<file path="src/rtl/bin_a_bcd_seq_if.sv">
// Handshake and result bundle for the sequential binary-to-BCD converter.
// The master drives start/bin_in. The slave (converter) returns status and the four BCD digits.
interface bin_a_bcd_seq_if #(
    parameter int N = 10
);
    logic         start;
    logic [N-1:0] bin_in;
    logic         busy;
    logic         done;
    logic [3:0]   bcd_unidad;
    logic [3:0]   bcd_decena;
    logic [3:0]   bcd_centena;
    logic [3:0]   bcd_mil;

    modport master (
        output start, bin_in,
        input  busy, done, bcd_unidad, bcd_decena, bcd_centena, bcd_mil
    );

    modport slave (
        input  start, bin_in,
        output busy, done, bcd_unidad, bcd_decena, bcd_centena, bcd_mil
    );
endinterface

</file>
<file path="src/rtl/bin_a_bcd_seq.sv">
// Sequential double-dabble binary-to-BCD converter: one shift per cycle, N shifts per result.
// Optional macro AUTO_RESTART_EN: in IDLE, start a new conversion every cycle and ignore start.
module bin_a_bcd_seq #(
    parameter int N      = 10,
    parameter int DIGITS = 4
) (
    input  logic           clk,
    input  logic           rst,
    bin_a_bcd_seq_if.slave bus
);
    localparam int SCR_W = 4 * DIGITS;
    localparam int CNT_W = $clog2(N + 1);

    typedef enum logic [1:0] {IDLE, SHIFT, DONE} state_t;

    state_t           state, state_next;
    logic [N-1:0]     binreg;
    logic [SCR_W-1:0] scratch, adj, scratch_next;
    logic [SCR_W-1:0] bcd;
    logic [CNT_W-1:0] cnt;
    logic             go, last;

    // Each nibble wraps modulo 16. Legal inputs never push a nibble past 12.
    function automatic logic [SCR_W-1:0] add3(input logic [SCR_W-1:0] s);
        logic [SCR_W-1:0] r;
        r = s;
        for (int i = 0; i < DIGITS; i++) begin
            if (s[4*i +: 4] >= 4'd5)
                r[4*i +: 4] = s[4*i +: 4] + 4'd3;
        end
        return r;
    endfunction

`ifdef AUTO_RESTART_EN
    assign go = 1'b1;
`else
    assign go = bus.start;
`endif

    assign adj          = add3(scratch);
    assign scratch_next = {adj[SCR_W-2:0], binreg[N-1]};
    assign last         = (cnt == CNT_W'(1));

    always_ff @(posedge clk or negedge rst) begin
        if (!rst) state <= IDLE;
        else      state <= state_next;
    end

    always_comb begin
        state_next = state;
        case (state)
            IDLE:    if (go) state_next = SHIFT;
            SHIFT:   if (last) state_next = DONE;
            DONE:    state_next = IDLE;
            default: state_next = IDLE;
        endcase
    end

    // The outputs load only on the final shift, so the displays never show partial digits.
    always_ff @(posedge clk or negedge rst) begin
        if (!rst) begin
            binreg  <= '0;
            scratch <= '0;
            cnt     <= '0;
            bcd     <= '0;
        end else begin
            case (state)
                IDLE: begin
                    if (go) begin
                        binreg  <= bus.bin_in;
                        scratch <= '0;
                        cnt     <= CNT_W'(N);
                    end
                end
                SHIFT: begin
                    binreg  <= binreg << 1;
                    scratch <= scratch_next;
                    cnt     <= cnt - 1'b1;
                    if (last) bcd <= scratch_next;
                end
                default: ;
            endcase
        end
    end

    assign bus.busy        = (state != IDLE);
    assign bus.done        = (state == DONE);
    assign bus.bcd_unidad  = bcd[3:0];
    assign bus.bcd_decena  = bcd[7:4];
    assign bus.bcd_centena = bcd[11:8];
    assign bus.bcd_mil     = bcd[15:12];
endmodule

</file>
<file path="src/flat_wrapper.sv">
// flat-port wrapper written by rule: the top's interface ports become plain ports
module bin_a_bcd_seq_flat 
#(
    parameter int N      = 10,
    parameter int DIGITS = 4
)
  (clk, rst, bus_start, bus_bin_in, bus_busy, bus_done, bus_bcd_unidad, bus_bcd_decena, bus_bcd_centena, bus_bcd_mil);
  bin_a_bcd_seq_if #(.N(N)) bus_i ();
  input  logic clk;
  input  logic rst;
  input wire logic [$bits(bus_i.start)-1:0] bus_start;
  input wire logic [$bits(bus_i.bin_in)-1:0] bus_bin_in;
  output wire logic [$bits(bus_i.busy)-1:0] bus_busy;
  output wire logic [$bits(bus_i.done)-1:0] bus_done;
  output wire logic [$bits(bus_i.bcd_unidad)-1:0] bus_bcd_unidad;
  output wire logic [$bits(bus_i.bcd_decena)-1:0] bus_bcd_decena;
  output wire logic [$bits(bus_i.bcd_centena)-1:0] bus_bcd_centena;
  output wire logic [$bits(bus_i.bcd_mil)-1:0] bus_bcd_mil;
  assign bus_i.start = bus_start;
  assign bus_i.bin_in = bus_bin_in;
  assign bus_busy = bus_i.busy;
  assign bus_done = bus_i.done;
  assign bus_bcd_unidad = bus_i.bcd_unidad;
  assign bus_bcd_decena = bus_i.bcd_decena;
  assign bus_bcd_centena = bus_i.bcd_centena;
  assign bus_bcd_mil = bus_i.bcd_mil;
  bin_a_bcd_seq #(.N(N), .DIGITS(DIGITS)) u_core (.clk(clk), .rst(rst), .bus(bus_i));
endmodule
</file>
<file path="config.mk">
export PLATFORM = sky130hd
export DESIGN_NAME = bin_a_bcd_seq_flat
export DESIGN_NICKNAME = d
export VERILOG_FILES = /design/src/rtl/bin_a_bcd_seq_if.sv /design/src/rtl/bin_a_bcd_seq.sv /design/src/flat_wrapper.sv
export SDC_FILE = /design/constraint.sdc
export NUM_CORES = 1
export LEC_CHECK = 0
export ABC_AREA = 1
export CAP_MARGIN = 20
export CORE_UTILIZATION = 45
export DETAILED_ROUTE_END_ITERATION = 8
export GPL_TIMING_DRIVEN = 0
export PLACE_DENSITY = 0.7
export SLEW_MARGIN = 20
export SYNTH_ARGS = -nofsm -noshare
export SYNTH_HDL_FRONTEND = slang
export SYNTH_SLANG_ARGS = --single-unit
</file>
<file path="constraint.sdc">
create_clock -name clk -period 3.52 [get_ports clk]
set_input_delay 0.704 -clock clk [delete_from_list [all_inputs] [get_ports clk]]
set_output_delay 0.704 -clock clk [all_outputs]
set_load 0.05 [all_outputs]
</file>
# ---- Word-level counts from Yosys, hierarchy flattened
# Cells that the tools add are included.
dict set report classes {
  n_addsub 5
  magnitude_cmp 4
  eq_ne 5
  mux 13
  reduce_logical 6
}
# operator count
set ops {}
lappend ops {{case mux 16 bit (2 select lines)} 1}
lappend ops {{case mux 10 bit (2 select lines)} 1}
lappend ops {{greater-or-equal comparator 4 x 3 -> 1 bit (second input constant)} 4}
lappend ops {{two-way mux 16 bit} 1}
lappend ops {{two-way mux 4 bit} 4}
lappend ops {{adder 4 x 2 -> 4 bit (second input constant)} 3}
lappend ops {{two-way mux 10 bit} 1}
lappend ops {{case mux 4 bit (2 select lines)} 1}
lappend ops {{AND reduction 2 bit} 3}
lappend ops {{equality test 4 x 1 -> 1 bit (second input constant)} 1}
lappend ops {{two-way mux 2 bit} 2}
lappend ops {{case mux 2 bit (2 select lines)} 1}
lappend ops {{nonzero test 2 bit} 2}
lappend ops {{subtractor 4 x 1 -> 4 bit (second input constant)} 1}
lappend ops {{adder 3 x 2 -> 3 bit (second input constant)} 1}
lappend ops {{two-way mux 3 bit} 1}
lappend ops {{equality test 2 x 1 -> 1 bit (second input constant)} 1}
lappend ops {{equality test 2 bit (second input constant)} 1}
lappend ops {{logical NOT 2 bit} 1}
lappend ops {{inequality test 2 x 1 -> 1 bit (second input constant)} 1}
lappend ops {{inequality test 2 bit (second input constant)} 1}
dict set report word_totals {
  reg_bits 48
  inputBits 13
  output_inout_bits 18
  elab_cells 38
}

# ---- Logic depth before layout (Yosys ltp)
dict set report depth {
  depth_word 3
  ltp_mapped 8
}

# ---- Least setup slack after synthesis
# Ideal clock, no wire load.
dict set report synth_path {
  kind {reg-to-output}
  start {register u_core.state[0]}
  end {output port bus_done}
  arrival_time_ns 1.085
  required_time_ns 2.816
  setup_slack_ns 1.731
  path_stages_with_launch 2
  n_path_buf 0
  cell_sequence {dfrtp_1 -> nor2_1}
}
dict set report synth_between {
  elab_chain_len 1
}
# element line
set synth_lines {}
lappend synth_lines {{start: declaration} bin_a_bcd_seq.sv:16} ;# state_t state, state_next;
lappend synth_lines {{start signal: assignment} bin_a_bcd_seq.sv:46} ;# else state <= state_next;
lappend synth_lines {{equality test 2 bit} bin_a_bcd_seq.sv:87} ;# assign bus.done = (state == DONE);
lappend synth_lines {{end: declaration} flat_wrapper.sv:14} ;# output wire logic [$bits(bus_i.done)-1:0] bus_done;
# No other way between the ends.

# ---- Worst setup path after layout
dict set report layout_path {
  start {register u_core.state[1]}
  end {output port bus_done}
}
# The elaborated chain is that of the path after synthesis.

==> impl_metrics.json <==
{
  "status": "finished clean",
  "routed_via_density": 5.01,
  "insertion_delay_ns": 0.30,
  "clock_skew_ns": 0.0119,
  "cp.required_ns": 2.82,
  "wl_um": 4850,
  "drtIter0Drc": 142,
  "finalInstanceArea_um2": 2910,
  "cts.path.max_buffers": 2,
  "path_cells": "inv_1 -> nor2_1 -> clkdlybuf4s50_1",
  "cpPeakStageDelay_ns": 0.81,
  "fin_setup_tns_ns": 0,
  "nFillCells": 480,
  "clkSlewWorstSetupHoldPaths_ns": 0.09,
  "seq_area_um2": 1200,
  "syn2layout_area_growth_pct": 21.3,
  "coreArea_um2": 5110,
  "powerDensity_nw_per_um2": 989,
  "holdBufCountCts": 0,
  "start_util": 0.469,
  "fin_crit_sh": 0.681,
  "grt_usage": 0.205,
  "port-buffer-count": 30,
  "drtPass1Iterations": 4,
  "finalPower_w": 0.00287,
  "syn_nets": 313,
  "grt-ovfl-total": 0,
  "fin_crit_ns": 2.40,
  "tightestPinTransition_ns": 0.501,
  "place_area_um2": 2800,
  "arrival_ns": 1.69,
  "grt_first_pass_wirelength_um": 8690,
  "clock_sinks": 48,
  "io_pins": 31,
  "globalplace.congestion": 0.841,
  "cts_setup_buffers": 0,
  "cp.buffers_inverters": 2,
  "ys_ff_latch": 48,
  "max_freq_ghz": 0.417,
  "slew_violations": 0,
  "post-route-drc-count": 0,
  "peakVddDrop_v": 0.000386,
  "detail-route-antenna-nets": 0,
  "min_path_type": "input port to async pin",
  "routedWlPerCell_um": 12.2,
  "avgSynthCellArea_um2": 8.26,
  "p_leak_nw": 1.45,
  "drive_above_1_share": 0.0760,
  "synth.distinct_cells": 23,
  "antenna_found_initial": 0,
  "final_hold_viol_count": 0,
  "relSlewSlack": 0.665,
  "clock-root-buffer": "clkbuf_8",
  "finalSetupViolCount": 0,
  "cp_top_family": "buffers and inverters",
  "critPathKind": "flip-flop to output pin",
  "syn_inst": 290,
  "layout.nets": 351,
  "yosysWarningCount": 0,
  "rsz0062_at_grt": "false",
  "maxCapViolations": 0,
  "rows": 26,
  "grt_max_degree": 32,
  "cts_buffers": 5,
  "die_area_um2": 5620,
  "critPathMaxFanout": 3,
  "cts_resized": 0,
  "ys_seq_area_frac": 0.502,
  "multi_input_area_um2": 1010,
  "netlist_area_um2": 2390,
  "h-tree-depth": 2,
  "cts_tree": "built",
  "dieHeight_um": 75.0,
  "cp-end-kind": "output pin",
  "dieWidth_um": 75.0,
  "place_hpwl_um": 3460,
  "grt_pass1_vias": 1911,
  "slowest_stage": "clkdlybuf4s50_1",
  "vias": 1998,
  "diodes": 0,
  "critPathLaunchType": "flip-flop"
}
[logic make-up (layout without fill, tap and decap cells)]
| family | count (synthesis) | count (layout) | share of synthesized area |
|---|---|---|---|
| AO/OA/AOI/OAI | 39 | 39 | 0.0878 |
| buffers and inverters | 36 | 75 | 0.0758 |
| AND/OR/NAND/NOR | 157 | 157 | 0.283 |
| flip-flops | 48 | 48 | 0.502 |
| adder cells (fa/ha/maj) | 10 | 10 | 0.0522 |
[cells in the final DEF (no fill, tap or decap), drive strengths merged]
cell           instances
nor3                   1
clkinv                 1
clkdlybuf4s50         29
ha                    10
o22ai                  2
inv                   28
o21ai                 33
clkbuf                 6
dfrtp                 48
nand2                101
nand3                 35
a21oi                  1
bufinv                 1
buf                   10
nor2                  12
a22oi                  1
nand4                  8
o21bai                 2
[power by group]
| part | internal [W] | total, W | switching [W] |
|---|---|---|---|
| clock | 0.000211 | 0.000392 | 0.000181 |
| combinational | 0.000525 | 0.00151 | 0.000981 |
| sequential | 0.000806 | 0.000977 | 0.000171 |
[final cells by class]
type / count / share of cell area
Clock inverter: 2 / 0.0121
Clock buffer: 6 / 0.0250
Inverter: 28 / 0.0370
Timing Repair Buffer: 31 / 0.109
Buffer: 8 / 0.0254
Tap cell: 70 / 0.0301
Multi-Input combinational cell: 206 / 0.348
Sequential cell: 48 / 0.413
[synthesized netlist by cell type, drive strengths merged]
cell type  number  area [µm²]
o21bai          2        15.0
dfrtp          48        1200
o22ai           2        12.5
inv            28         108
nand4           8        50.1
nor3            1        5.00
o21ai          33         165
nor2           12        52.6
a21oi           1        5.00
buf             8        73.8
nand3          35         180
a22oi           1        12.5
nand2         101         389
ha             10         125
[sequential cells by signal, indices dropped and copies added, names as in the netlist]
name,count
u_core.scratch,16
u_core.bcd,16
u_core.binreg,10
u_core.state,2
u_core.cnt,4
[path summary, 6_finish.rpt]
check                                              from                           end  slack, ns  cells past startpoint
min in group clk           u_core.binreg[0]$_DFFE_PN0P_  u_core.binreg[0]$_DFFE_PN0P_       0.47                      2
min reg2reg                u_core.binreg[0]$_DFFE_PN0P_  u_core.binreg[0]$_DFFE_PN0P_       0.47                      2
min                                                 rst     u_core.bcd[2]$_DFFE_PN0P_       0.34                      1
max reg2reg                   u_core.cnt[1]$_DFFE_PN0P_    u_core.bcd[10]$_DFFE_PN0P_       2.03                      8
max in group asynchronous                           rst  u_core.binreg[3]$_DFFE_PN0P_       2.66                      2
max                         u_core.state[1]$_DFFE_PN0P_                      bus_done       1.12                      3
[through the flow]
| stage | std cells | worst slack, ns | util | hold WS (ns) |
|---|---|---|---|---|
| 2_1_floorplan | 290 | 1.73 | - | 0.408 |
| 3_3_place_gp | 390 | 0.359 | 0.545 | 0.453 |
| 3_5_place_dp | 391 | 1.45 | 0.548 | 0.457 |
| 4_1_cts | 399 | 1.11 | 0.569 | 0.342 |
| 5_1_grt | 399 | 1.01 | 0.569 | 0.354 |
| 6_report | 399 | 1.12 | 0.569 | 0.341 |
[worst reg2reg max path: cells and delay by family (launching register included)]
family | cells | cell delay [ns]
adder cells (fa/ha/maj) | 1 | 0.17
buffers and inverters | 3 | 0.34
flip-flops | 1 | 0.38
AND/OR/NAND/NOR | 4 | 0.49
[per-layer routing]
metal,global-route usage,vias to the layer above,part of all wire
met2,0.325,53,0.46
met1,0.283,916,0.48
li1,-,1022,-
met5,0,-,0
met4,0.0692,0,0.012
met3,0.0375,7,0.043
No activity file was read; power rests on OpenSTA's default activity.
